File: src/rtl/pipeline_types.sv
// Shared pipeline types: bus word, data-RAM request record and arbiter state encoding.
package pipeline_types;

  typedef logic [31:0] bus32_t;

  typedef struct packed {
    logic       we;
    bus32_t     addr;
    logic [3:0] sel;
    bus32_t     wdata;
  } dram_req_t;

  typedef enum logic [1:0] {
    ARB_IDLE   = 2'd0,
    ARB_ACCESS = 2'd1,
    ARB_RESP   = 2'd2
  } dram_arb_state_t;

endpackage

File: src/rtl/dram_arb_pick.sv
// Two-way grant selection: a lone requester wins outright, a tie goes to the port named by ptr.
module dram_arb_pick (
  input  logic [1:0] valid,
  input  logic       ptr,
  output logic [1:0] grant
);

  always_comb begin
    grant = 2'b00;
    case (valid)
      2'b01:   grant = 2'b01;
      2'b10:   grant = 2'b10;
      2'b11:   grant = ptr ? 2'b10 : 2'b01;
      default: grant = 2'b00;
    endcase
  end

endmodule

File: src/rtl/data_ram_arb.sv
// Two-port arbiter in front of a single-port data RAM; one access per two cycles at peak.
// Define DATA_RAM_ARB_RR_EN for round-robin arbitration, otherwise port 0 has fixed priority.
//
// state  | meaning
// IDLE   | no access in flight, may accept a request
// ACCESS | RAM strobes driven from the latched request
// RESP   | response pulse to the granted port, may accept the next request
module data_ram_arb
  import pipeline_types::*;
(
  input  logic         clk,
  input  logic         rst,

  input  logic         m0_req_valid,
  output logic         m0_req_ready,
  input  logic         m0_we,
  input  bus32_t       m0_addr,
  input  logic [3:0]   m0_sel,
  input  bus32_t       m0_wdata,
  output logic         m0_resp_valid,
  output bus32_t       m0_rdata,

  input  logic         m1_req_valid,
  output logic         m1_req_ready,
  input  logic         m1_we,
  input  bus32_t       m1_addr,
  input  logic [3:0]   m1_sel,
  input  bus32_t       m1_wdata,
  output logic         m1_resp_valid,
  output bus32_t       m1_rdata,

  output logic         ram_en,
  output logic         ram_write_en,
  output logic         ram_read_en,
  output bus32_t       ram_addr,
  output logic [3:0]   ram_select,
  output bus32_t       ram_wdata,
  input  bus32_t       ram_rdata
);

  dram_arb_state_t state_q, state_d;
  dram_req_t       req_q, req_sel;
  logic            gnt_q;
  bus32_t          rdata_q;

  logic [1:0] valid, grant;
  logic       can_accept, accept, accept_port;
  logic       in_access, in_resp;

  assign valid = {m1_req_valid, m0_req_valid};

`ifdef DATA_RAM_ARB_RR_EN
  // ptr_q names the port that wins the next tie: the one not granted last.
  logic ptr_q;

  always_ff @(posedge clk) begin
    if (rst) begin
      ptr_q <= 1'b0;
    end else if (accept) begin
      ptr_q <= ~accept_port;
    end
  end

  dram_arb_pick u_pick (
    .valid (valid),
    .ptr   (ptr_q),
    .grant (grant)
  );
`else
  dram_arb_pick u_pick (
    .valid (valid),
    .ptr   (1'b0),
    .grant (grant)
  );
`endif

  // Reset gates the outputs combinationally so a write strobe in the reset cycle never reaches the RAM.
  assign can_accept  = ((state_q == ARB_IDLE) || (state_q == ARB_RESP)) && !rst;
  assign accept      = can_accept && (grant != 2'b00);
  assign accept_port = grant[1];

  assign m0_req_ready = can_accept && grant[0];
  assign m1_req_ready = can_accept && grant[1];

  always_comb begin
    req_sel = '0;
    if (accept_port) begin
      req_sel.we    = m1_we;
      req_sel.addr  = m1_addr;
      req_sel.sel   = m1_sel;
      req_sel.wdata = m1_wdata;
    end else begin
      req_sel.we    = m0_we;
      req_sel.addr  = m0_addr;
      req_sel.sel   = m0_sel;
      req_sel.wdata = m0_wdata;
    end
  end

  always_comb begin
    state_d = state_q;
    case (state_q)
      ARB_IDLE:   if (accept) state_d = ARB_ACCESS;
      ARB_ACCESS: state_d = ARB_RESP;
      ARB_RESP:   state_d = accept ? ARB_ACCESS : ARB_IDLE;
      default:    state_d = ARB_IDLE;
    endcase
  end

  always_ff @(posedge clk) begin
    if (rst) begin
      state_q <= ARB_IDLE;
      req_q   <= '0;
      gnt_q   <= 1'b0;
      rdata_q <= '0;
    end else begin
      state_q <= state_d;
      if (accept) begin
        req_q <= req_sel;
        gnt_q <= accept_port;
      end
      if (state_q == ARB_ACCESS) begin
        rdata_q <= req_q.we ? '0 : ram_rdata;
      end
    end
  end

  assign in_access = (state_q == ARB_ACCESS) && !rst;
  assign in_resp   = (state_q == ARB_RESP) && !rst;

  assign ram_en       = in_access;
  assign ram_write_en = in_access && req_q.we;
  assign ram_read_en  = in_access && !req_q.we;
  assign ram_addr     = req_q.addr;
  assign ram_select   = req_q.sel;
  assign ram_wdata    = req_q.wdata;

  assign m0_resp_valid = in_resp && !gnt_q;
  assign m1_resp_valid = in_resp && gnt_q;
  assign m0_rdata      = m0_resp_valid ? rdata_q : '0;
  assign m1_rdata      = m1_resp_valid ? rdata_q : '0;

endmodule

File: config.mk
export PLATFORM = sky130hd
export DESIGN_NAME = data_ram_arb
export DESIGN_NICKNAME = d
export VERILOG_FILES = /design/src/rtl/pipeline_types.sv /design/src/rtl/dram_arb_pick.sv /design/src/rtl/data_ram_arb.sv
export SDC_FILE = /design/constraint.sdc
export NUM_CORES = 1
export LEC_CHECK = 0
export ABC_AREA = 1
export CELL_PAD_IN_SITES_DETAIL_PLACEMENT = 1
export CELL_PAD_IN_SITES_GLOBAL_PLACEMENT = 1
export CORE_MARGIN = 2
export CORE_UTILIZATION = 26
export DETAILED_ROUTE_END_ITERATION = 8
export PLACE_DENSITY = 0.8
export SLEW_MARGIN = 20
export SYNTH_ARGS = -nofsm -noshare
export SYNTH_HDL_FRONTEND = slang
export SYNTH_SLANG_ARGS = --single-unit
File: constraint.sdc
create_clock -name clk -period 1.34 [get_ports clk]
set_input_delay 0.201 -clock clk [delete_from_list [all_inputs] [get_ports clk]]
set_output_delay 0.201 -clock clk [all_outputs]
set_load 0.01 [all_outputs]
# Yosys cells after proc, flatten, opt, wreduce, memory -nomap -nowiden
# Index checks and enable logic that the tools add are counted.
# op_classes
muxes	8
n_eq_ne	6
reduce_logical	17
# ops
operator	n
$mux W32	3
$mux W69	1
$logic_and A1 B1 Y1	10
$eq A2 B2 Y1 const B	3
$pmux W2 S3	1
$eq A2 B1 Y1 const B	2
$pmux W2 S2	1
$logic_not A1 Y1	3
$logic_not A2 Y1	1
$mux W2	1
$ne A2 B2 Y1 const B	1
$reduce_bool A2 Y1	1
$reduce_or A2 Y1	1
$logic_or A1 B1 Y1	1
$mux W1	1
# word_totals
elab_cells	38
out_inout_bits	139
ff_bits	104

# Logic depth before layout (Yosys ltp)
# Gate-level depths: netlist (run 1).
# logic_depth
word_depth	7
ltp_mapped	9
mapped_depth_nobuf	6

# Modules after synthesis
# A second synthesis (run 1) with hierarchy kept.
# hier_totals
cells_unflattened	999
hier_area_um2	5803.1
# modules_own_cells
module	area_per_inst_um2	instances	cells_each
data_ram_arb	5783.0	1	994
dram_arb_pick	20.0	1	5

# Worst setup path after synthesis (run 1)
# OpenSTA, ideal clock, no wires.
# synth_path
kind	register to output
from	register state_q[0]
to	output port m1_req_ready
arrival_time_ns	1.058
slack_ns	0.081
path_buffers	2
stages_incl_launch_ff	6
path_cell_list	dfxtp_1 -> nor2_2 -> nand2_2 -> buf_4 -> buf_2 -> nor2_1
# synth_between
elab_chain_cells	4
elab_cells_between_ends	5
cone_classes	eq/ne (1); reduce/logical (4)
# synth_rtl
element	line_no	text
from (decl)	data_ram_arb.sv:41	dram_arb_state_t state_q, state_d;
from (signal assigned)	data_ram_arb.sv:117	state_q <= state_d;
$eq A2 B2 Y1 or $logic_not A2 Y1 (tied branches)	data_ram_arb.sv:78	assign can_accept = ((state_q == ARB_IDLE) || (state_q == ARB_RESP)) && !rst;
$logic_or A1 B1 Y1 *	data_ram_arb.sv:78	
$logic_and A1 B1 Y1 *	data_ram_arb.sv:78	
$logic_and A1 B1 Y1 *	data_ram_arb.sv:83	assign m1_req_ready = can_accept && grant[1];
to (decl)	data_ram_arb.sv:24	output logic m1_req_ready,
# Every way passes the cells marked *; elsewhere a longest branch is shown, timed or not.

# Worst setup path after layout (run 1)
# layout_path
from	register state_q[0]
to	output port m0_rdata[14]
# layout_between
elab_chain_cells	4
# layout_rtl
element	line_no	text
$eq A2 B2 Y1	data_ram_arb.sv:129	assign in_resp = (state_q == ARB_RESP) && !rst;
$logic_and A1 B1 Y1	data_ram_arb.sv:129	
$logic_and A1 B1 Y1	data_ram_arb.sv:138	assign m0_resp_valid = in_resp && !gnt_q;
$mux W32	data_ram_arb.sv:140	assign m0_rdata = m0_resp_valid ? rdata_q : '0;
to (decl)	data_ram_arb.sv:21	output bus32_t m0_rdata,
# No other way between the ends.

==> impl_metrics.ini, run 1 <==
[sta]
finalHoldViolations = 0
max_freq_ghz = 0.574
period_share_pct = 130
slew_violations = 0
rsz0062_at_grt = true
period_minus_slack_ps = 1740
worst_slack_ps = -403
setup_viol = 71
max_slew_margin_pct = 63.0
max_slew.worst_pin.slew_ps = 556
finClkSkew_ps = 8.14

[global_route]
antenna_found_initial = 0
track_usage_pct = 17.2
gr-total-overflow = 0
grt_pass1_wl_um = 32800
first_global_vias = 6306
grt_max_degree = 70

[hold_path]
hp-start = ram_rdata[18]
worst_hold_path.num_cells = 3
min_to = rdata_q[18]
hold_class = primary input to flip-flop

[worst_setup_path]
worstPathCellList = nor2_4 > nand3b_1 > buf_4 > clkbuf_16 > nor2_1 > buf_2
start_kind = flip-flop
cp.required_ps = 1140
r2r_end = ram_addr[25]
rr_startpoint = state_q[0]
r2r_cells = 7
crit_buf_inv = 3
cp_top_family = buffers and inverters
setup.worst_path.class = flip-flop to primary output
end_kind = primary output
worstPathMaxFanout = 8
slowest_stage = dfxtp_4
worst_ep_arrival_time_ps = 1540
ff2ff_setup_slack_ps = 20
max_stage_delay_ps = 360

[layout]
layout-drive-gt1-share_pct = 13.9
syn_to_final_growth_pct = 63.6
fin_nets = 1412
utilization_pct = 43.0

[floorplanning]
die_x_um = 155
row_count = 55
die_y_um = 155
fp.coreArea_sq_um = 22500
die_area_sq_um = 24000
io_pins = 313
initial_core_util_pct = 26.3

[cts]
htreeDepth = 3
cts_tree = built
clkTransAtPathRegs_ps = 70
cts_buffer_depth = 2
cts_buffers = 9
clock_latency_ps = 350
cts_root_buf = clkbuf_16
numClockSinks = 104
cts_hold_buf = 0

[power_and_ir_drop]
power_density_nw_per_um2 = 868
p_leak_nw = 4.78
peakVddDrop_v = 0.000513
finalPower_mw = 8.40

[flow_run]
cap_violations = 0

[placed_design]
place_congestion = 0.749
portBuffers = 312
place_hpwl_um = 15400

[drt]
drc = 0
drt-total-wl_um = 22000
viasPerCell = 4.28
vias = 6546
drtIter0Drc = 231
drt-pass1-iter-count = 4
ant_nets = 0
post_drt_wl_per_cell_um = 14.4

[synth]
synthArstFlopShare_pct = 0
ys_warn_count = 0
yosysSeqAreaShare_pct = 35.2
avgSynthCellArea_sq_um = 5.91
synth.cell_area_sq_um = 5910
yosys.cell_types.count = 16
synth_top_flop_cell = dfxtp_1
synthCells = 1001
syn-num-nets = 1175
synth-edff-count = 0
ys_ff_latch = 104

[outcome]
status = finished, violations left
violations = negative setup slack
[final cells by class]
type	instances	area [sq um]
clock inverters	4	53.8
flip-flops and latches	104	2090
repair buffers	354	3700
fillers	2870	12800
multi-input cells	657	2800
diodes	1	2.50
inverters	112	422
well taps	285	357
clock buffers	11	253
[routing by layer]
metal / global-route usage, % / share of wire (%)
met3: 4.88 / 6.7
met5: 0 / 0
met1: 19.1 / 40
met4: 5.56 / 1.9
met2: 31.7 / 51
[timing repair]
item | CTS | global route
setup buffers | 6 | 3
hold endpoints to repair | 0 | 0
pin swaps | 2 | 6
resized for setup | 352 | 66
cloned | 3 | 6
endpoints found under the setup margin | 240 | 162
[cells in the mapped netlist (2+ instances only)]
cell	count	area [sq um]
buf_2	24	120
dfxtp_1	104	2080
buf_1	3	11.3
buf_6	2	22.5
nand3_1	103	515
buf_4	73	548
nand2_1	344	1290
inv_2	2	7.51
clkbuf_1	26	97.6
nor2_1	205	769
inv_1	110	413
[how the worst max path moves through the flow]
stage	depth (start not counted)	start	slack [ps]	endpoint
after floorplan	5	state_q[0]	80	m1_req_ready
after global placement	6	rst	-600	m1_rdata[25]
after detailed placement	6	rst	-700	m0_rdata[23]
after CTS	6	state_q[0]	-360	m0_rdata[14]
after global routing	5	state_q[0]	-480	m1_rdata[23]
final	6	state_q[0]	-400	m0_rdata[14]
[flip-flops by register name, indices dropped and copies added, names as in the netlist]
| register | count |
|---|---|
| ram_addr | 32 |
| ram_wdata | 32 |
| rdata_q | 32 |
| ram_select | 4 |
| state_q | 2 |
| gnt_q | 1 |
| req_q | 1 |
[placed cells by master (no fill, tap or decap)]
cell / count
buf_12: 12
buf_16: 5
buf_2: 19
buf_4: 15
buf_6: 21
buf_8: 2
bufinv_16: 1
clkbuf_16: 15
clkbuf_8: 2
clkdlybuf4s15_2: 34
clkdlybuf4s50_1: 170
clkinv_2: 1
clkinv_4: 1
clkinvlp_4: 2
dfxtp_1: 103
dfxtp_4: 1
diode_2: 1
dlygate4sd2_1: 69
dlymetal6s2s_1: 1
inv_1: 108
inv_2: 3
nand2_1: 342
nand2_2: 1
nand2_4: 2
nand3_1: 103
nand3b_1: 1
nor2_1: 171
nor2_2: 18
nor2_4: 18
o21ai_1: 1
[per-stage QoR]
step / worst slack (ps) / std cells / hold WS, ps / setup TNS, ps / instance area [sq um]
2_1_floorplan: 80.9 / 1001 / 304 / 0 / 5910
3_3_place_gp: -602 / 1497 / 456 / -80020 / 8930
3_5_place_dp: -697 / 1497 / 461 / -85410 / 8930
4_1_cts: -358 / 1520 / 375 / -21690 / 9250
5_1_grt: -478 / 1527 / 390 / -31430 / 9670
6_report: -403 / 1528 / 389 / -21870 / 9670
[power breakdown]
| group | switching, mW | total (mW) | leakage (nW) | internal [mW] |
|---|---|---|---|---|
| logic | 1.07 | 2.19 | 3.78 | 1.12 |
| clock network | 1.22 | 2.76 | 0.144 | 1.55 |
| registers | 0.116 | 3.45 | 0.857 | 3.33 |
| total | 2.40 | 8.40 | 4.78 | 5.99 |
[cell families after synthesis]
group | count (synthesis) | share of synthesized area, %
DFF | 104 | 35.2
buffers and inverters | 240 | 20.6
AOI/OAI and AO/OA | 1 | 0.0845
and+or+nand+nor | 656 | 44.1
[worst min-delay path, cell delays in order]
cell and delay [ps]:
clkdlybuf4s50_1 390, nand2_1 60, nand2_1 40
Note: power is estimated with default switching activity, not from simulation.
==> inputs of run 2 (changes only) <==
--- a/config.mk
+++ b/config.mk
@@ -6,12 +6,13 @@
 export NUM_CORES = 1
 export LEC_CHECK = 0
 export ABC_AREA = 1
+export CAP_MARGIN = 10
 export CELL_PAD_IN_SITES_DETAIL_PLACEMENT = 1
 export CELL_PAD_IN_SITES_GLOBAL_PLACEMENT = 1
 export CORE_MARGIN = 2
-export CORE_UTILIZATION = 26
+export CORE_UTILIZATION = 23
 export DETAILED_ROUTE_END_ITERATION = 8
-export PLACE_DENSITY = 0.8
+export PLACE_DENSITY = 0.75
 export SLEW_MARGIN = 20
 export SYNTH_ARGS = -nofsm -noshare
 export SYNTH_HDL_FRONTEND = slang
==> constraint.sdc (replaced) <==
create_clock -name clk -period 1.6 [get_ports clk]
set_input_delay 0.24 -clock clk [delete_from_list [all_inputs] [get_ports clk]]
set_output_delay 0.24 -clock clk [all_outputs]
set_load 0.01 [all_outputs]
==> run 2 against run 1 <==
Against the previous run: global-route usage is 1.5 points lower; count of clock-buffer cells in the layout is the same; largest power group unchanged; setup slack better by 190 ps; the flow still finishes with violations (negative setup slack); hold slack improved by 36 ps; register-to-register slack improved by 70 ps; via count decreased by 0.78%; design area down 3.2%.
==> impl_metrics.ini, run 2 (synthesized netlist as in run 1, its figures left out) <==
[drt]
drc = 0
vias = 6495
drt-total-wl_um = 23100
viasPerCell = 4.16
post_drt_wl_per_cell_um = 14.8
drtIter0Drc = 184
ant_nets = 0
drt-pass1-iter-count = 4

[floorplanning]
die_y_um = 164
die_area_sq_um = 27000
die_x_um = 164
io_pins = 313
initial_core_util_pct = 23.5
fp.coreArea_sq_um = 25200
row_count = 58

[layout]
final_common_cell = nand2_1
fin_nets = 1402
syn_to_final_growth_pct = 58.3
num-fill-cells = 3222
instances_no_fill = 1563
antenna_cells = 0
final_cell_mix = nand2_1, clkdlybuf4s50_1, nor2_1, inv_1
ff_latch_area_sq_um = 2080
layout-drive-gt1-share_pct = 14.4
multi_input_area_sq_um = 2860

[sta]
setup_viol = 60
fin_tns_setup_ps = -6770
max_slew_margin_pct = 67.8
rsz0062_at_grt = true
finClkSkew_ps = 11.9
period_share_pct = 113
max_slew.worst_pin.slew_ps = 483
max_freq_ghz = 0.551
worst_slack_ps = -216
slew_violations = 0
period_minus_slack_ps = 1820
finalHoldViolations = 0

[global_route]
antenna_found_initial = 0
first_global_vias = 6239
grt_max_degree = 102
gr-total-overflow = 0
track_usage_pct = 15.7
grt_pass1_wl_um = 33300

[worst_setup_path]
max_stage_delay_ps = 340
end_kind = primary output
worstPathMaxFanout = 8
start_kind = flip-flop
setup.worst_path.class = flip-flop to primary output
cp.required_ps = 1360
cp_common_cell = buf_6
worstPathCellList = nor2_4 > buf_6 > nand3b_1 > buf_6 > buf_12 > nor2_1 > buf_2
cp_top_family = buffers and inverters
worst_ep_arrival_time_ps = 1580
slowest_stage = dfxtp_2
crit_buf_inv = 4

[cts]
numClockSinks = 104
clock_latency_ps = 350
clkTransAtPathRegs_ps = 80
cts_root_buf = clkbuf_16
cts_buffers = 9
cts_buffer_depth = 2
cts_tree = built
htreeDepth = 3

[flow_run]
cap_violations = 0

[outcome]
status = finished, violations left
violations = negative setup slack

[placed_design]
place_hpwl_um = 15800
post-place-cells = 1535
place_congestion = 0.707
portBuffers = 312

[power_and_ir_drop]
peakVddDrop_v = 0.000307
power_density_nw_per_um2 = 735
p_leak_nw = 4.45

[hold_path]
hold_class = primary input to flip-flop
[run 2: routing by layer]
metal  up-vias  track usage [%]  routed length [um]
li1       3337                -                   -
met4         0             4.31                 399
met5         -                0                   0
met1      2925             17.9                9480
met2       213             27.8               11100
met3        20             5.33                2050
[run 2: report_power, final]
group          switching [mW]  total [mW]  internal, mW
Combinational           0.888        1.84         0.948
Sequential              0.104        2.89          2.79
Clock                    1.08        2.15          1.08
[run 2: final cells by class]
type,instances,area share (%)
Clock buffer,11,2.49
Clock inverter,5,0.414
Inverter,112,4.50
Multi-Input combinational cell,657,30.5
Sequential cell,104,22.3
Tap cell,330,4.41
Timing Repair Buffer,344,35.4
[run 2: through the flow]
step                instance area, sq um  power [mW]  setup WS (ps)  hold WS (ps)  utilization, %
floorplan                           5910        3.91            302           343               -
global placement                    8880        4.69           -497           459            35.3
detailed placement                  8880        4.72           -571           462            35.3
CTS                                 9130        6.95           -181           394            36.3
global route                        9360        7.32           -273           421            37.2
finish                              9360        6.88           -216           425            37.2
[run 2: worst reg2reg max path, stage by stage (launching register included)]
cell and delay (ps):
dfxtp_2 350, nor2_4 40, buf_4 130, buf_4 140, nand2_4 80, buf_4 180
buf_16 240, nand2_1 130, nand2_1 70, nor2_1 50
[run 2: worst paths after layout]
path,start,end,slack [ps],cells past startpoint
hold / removal,ram_rdata[19],rdata_q[19],430,3
setup reg to reg,state_q[0],ram_wdata[15],90,9
setup / recovery,state_q[0],m0_rdata[17],-220,7
hold reg to reg,rdata_q[20],rdata_q[20],470,2
[run 2: what timing repair did]
item / in CTS / in global routing
pin swaps: 2 / 1
gates resized for setup: 269 / 128
cloned: 1 / 4
buffers inserted: 4 / 5
hold buffers: 0 / 0
setup endpoints to repair: 72 / 97
==> inputs of run 3 (changes only) <==
--- a/config.mk
+++ b/config.mk
@@ -17,3 +17,4 @@
 export SYNTH_ARGS = -nofsm -noshare
 export SYNTH_HDL_FRONTEND = slang
 export SYNTH_SLANG_ARGS = --single-unit
+export TNS_END_PERCENT = 1
==> run 3 against run 2 <==
Against the previous run: critical path depth is 1 lower; the run still ends with negative setup slack left; utilization fell by 0.53 points; clock power about the same; setup slack better by 57 ps; via count is 0.43% lower; first-iteration DRC count up 3.3%; sequential cell count did not move; die area unchanged.
==> impl_metrics.ini, run 3 (synthesized netlist as in run 1, its figures left out) <==
[power_and_ir_drop]
p_leak_nw = 4.40
finalPower_mw = 6.82
power_density_nw_per_um2 = 739
peakVddDrop_v = 0.000310

[placed_design]
place_area_sq_um = 8880
place_hpwl_um = 15800
post-place-cells = 1535
place_congestion = 0.707
portBuffers = 312
preCtsSetupSlack_ps = -571

[floorplanning]
initial_core_util_pct = 23.5
die_area_sq_um = 27000
row_count = 58
die_x_um = 164
io_pins = 313
fp.coreArea_sq_um = 25200
die_y_um = 164

[worst_setup_path]
setup.worst_path.start = state_q[0]
start_kind = flip-flop
end_kind = primary output
ff2ff_setup_slack_ps = -20
setup.worst_path.class = flip-flop to primary output
r2r_end = ram_addr[2]
worstPathMaxFanout = 17
r2r_cells = 10
worst_ep_arrival_time_ps = 1520
cp.required_ps = 1360
endpoint = m0_rdata[21]
rr_startpoint = state_q[0]

[layout]
multi_input_area_sq_um = 2830
fin_area_sq_um = 9230
utilization_pct = 36.7
layout-drive-gt1-share_pct = 14.2
final_cell_mix = nand2_1, clkdlybuf4s50_1, nor2_1, inv_1, dfxtp_1
final_common_cell = nand2_1
instances_no_fill = 1559
syn_to_final_growth_pct = 56.1
ff_latch_area_sq_um = 2080
num-fill-cells = 3250
antenna_cells = 0
fin_nets = 1398

[sta]
max_freq_ghz = 0.569
finalHoldViolations = 0
period_share_pct = 110
worst_slack_ps = -158
timing.hold.ws_ps = 424
max_slew_margin_pct = 67.9
setup_viol = 83
slew_violations = 0
max_slew.worst_pin.slew_ps = 481
rsz0062_at_grt = true
period_minus_slack_ps = 1760
finClkSkew_ps = 13.2
fin_tns_setup_ps = -7910

[flow_run]
cap_violations = 0

[cts]
cts_buffers = 9
clkTransAtPathRegs_ps = 80
cts_root_buf = clkbuf_16
clock_latency_ps = 350
cts_buffer_depth = 2
cts_tree = built
numClockSinks = 104
htreeDepth = 3

[hold_path]
hold_class = primary input to flip-flop

[drt]
vias = 6467
viasPerCell = 4.15
drtIter0Drc = 190
drt-pass1-iter-count = 4
drc = 0
drt-total-wl_um = 22500
ant_nets = 0
post_drt_wl_per_cell_um = 14.5

[global_route]
antenna_found_initial = 0
track_usage_pct = 15.7
grt_pass1_wl_um = 33300
first_global_vias = 6244
gr-total-overflow = 0
grt_max_degree = 102

[outcome]
violations = negative setup slack
status = finished, violations left
[run 3: changes by cell type in the layout (fill, tap and decap cells not counted), sizes merged]
cell	delta
buf	-5
clkbuf	-1
clkdlybuf4s15	+2
[run 3: what timing repair did]
action	in CTS	in global routing
setup buffers	4	1
cloned	1	4
resized for setup	268	110
hold buffers	0	0
endpoints found under the hold margin	0	0
setup endpoints to repair	72	97
pin swaps	2	2
[run 3: metal layers]
metal,vias up,part of all wire [%],track usage (%)
li1,3333,-,-
met1,2916,41,17.9
met2,203,48,27.8
met3,15,8.9,5.33
met4,0,1.2,4.31
met5,-,0,0
[run 3: how the worst min path moves through the flow]
stage | start | to | slack [ps] | depth (start not counted)
2_1_floorplan | ram_rdata[0] | rdata_q[0] | 340 | 2
3_3_place_gp | rdata_q[14] | rdata_q[14] | 460 | 2
3_5_place_dp | rdata_q[10] | rdata_q[10] | 460 | 2
4_1_cts | rst | state_q[1] | 390 | 4
5_1_grt | ram_rdata[23] | rdata_q[23] | 420 | 3
6_report | ram_rdata[19] | rdata_q[19] | 420 | 3
[run 3: cell type report]
class	instances	area share [%]
Inverter	112	4.57
Sequential cell	104	22.6
Clock inverter	5	0.420
Multi-Input combinational cell	657	30.7
Clock buffer	11	2.52
Timing Repair Buffer	340	34.8
Tap cell	330	4.47
[run 3: report_power, final]
group	switching, mW	leakage (nW)	internal, mW
registers	0.104	0.857	2.79
logic	0.863	3.41	0.922
clock network	1.07	0.131	1.08
total	2.04	4.40	4.79
[run 3: critical path, cell delays in order, from the launching register on]
cell and delay [ps]:
dfxtp_2 340, nor2_4 110, buf_6 110, nand3b_1 130
buf_6 220, nor2_1 110, buf_2 150
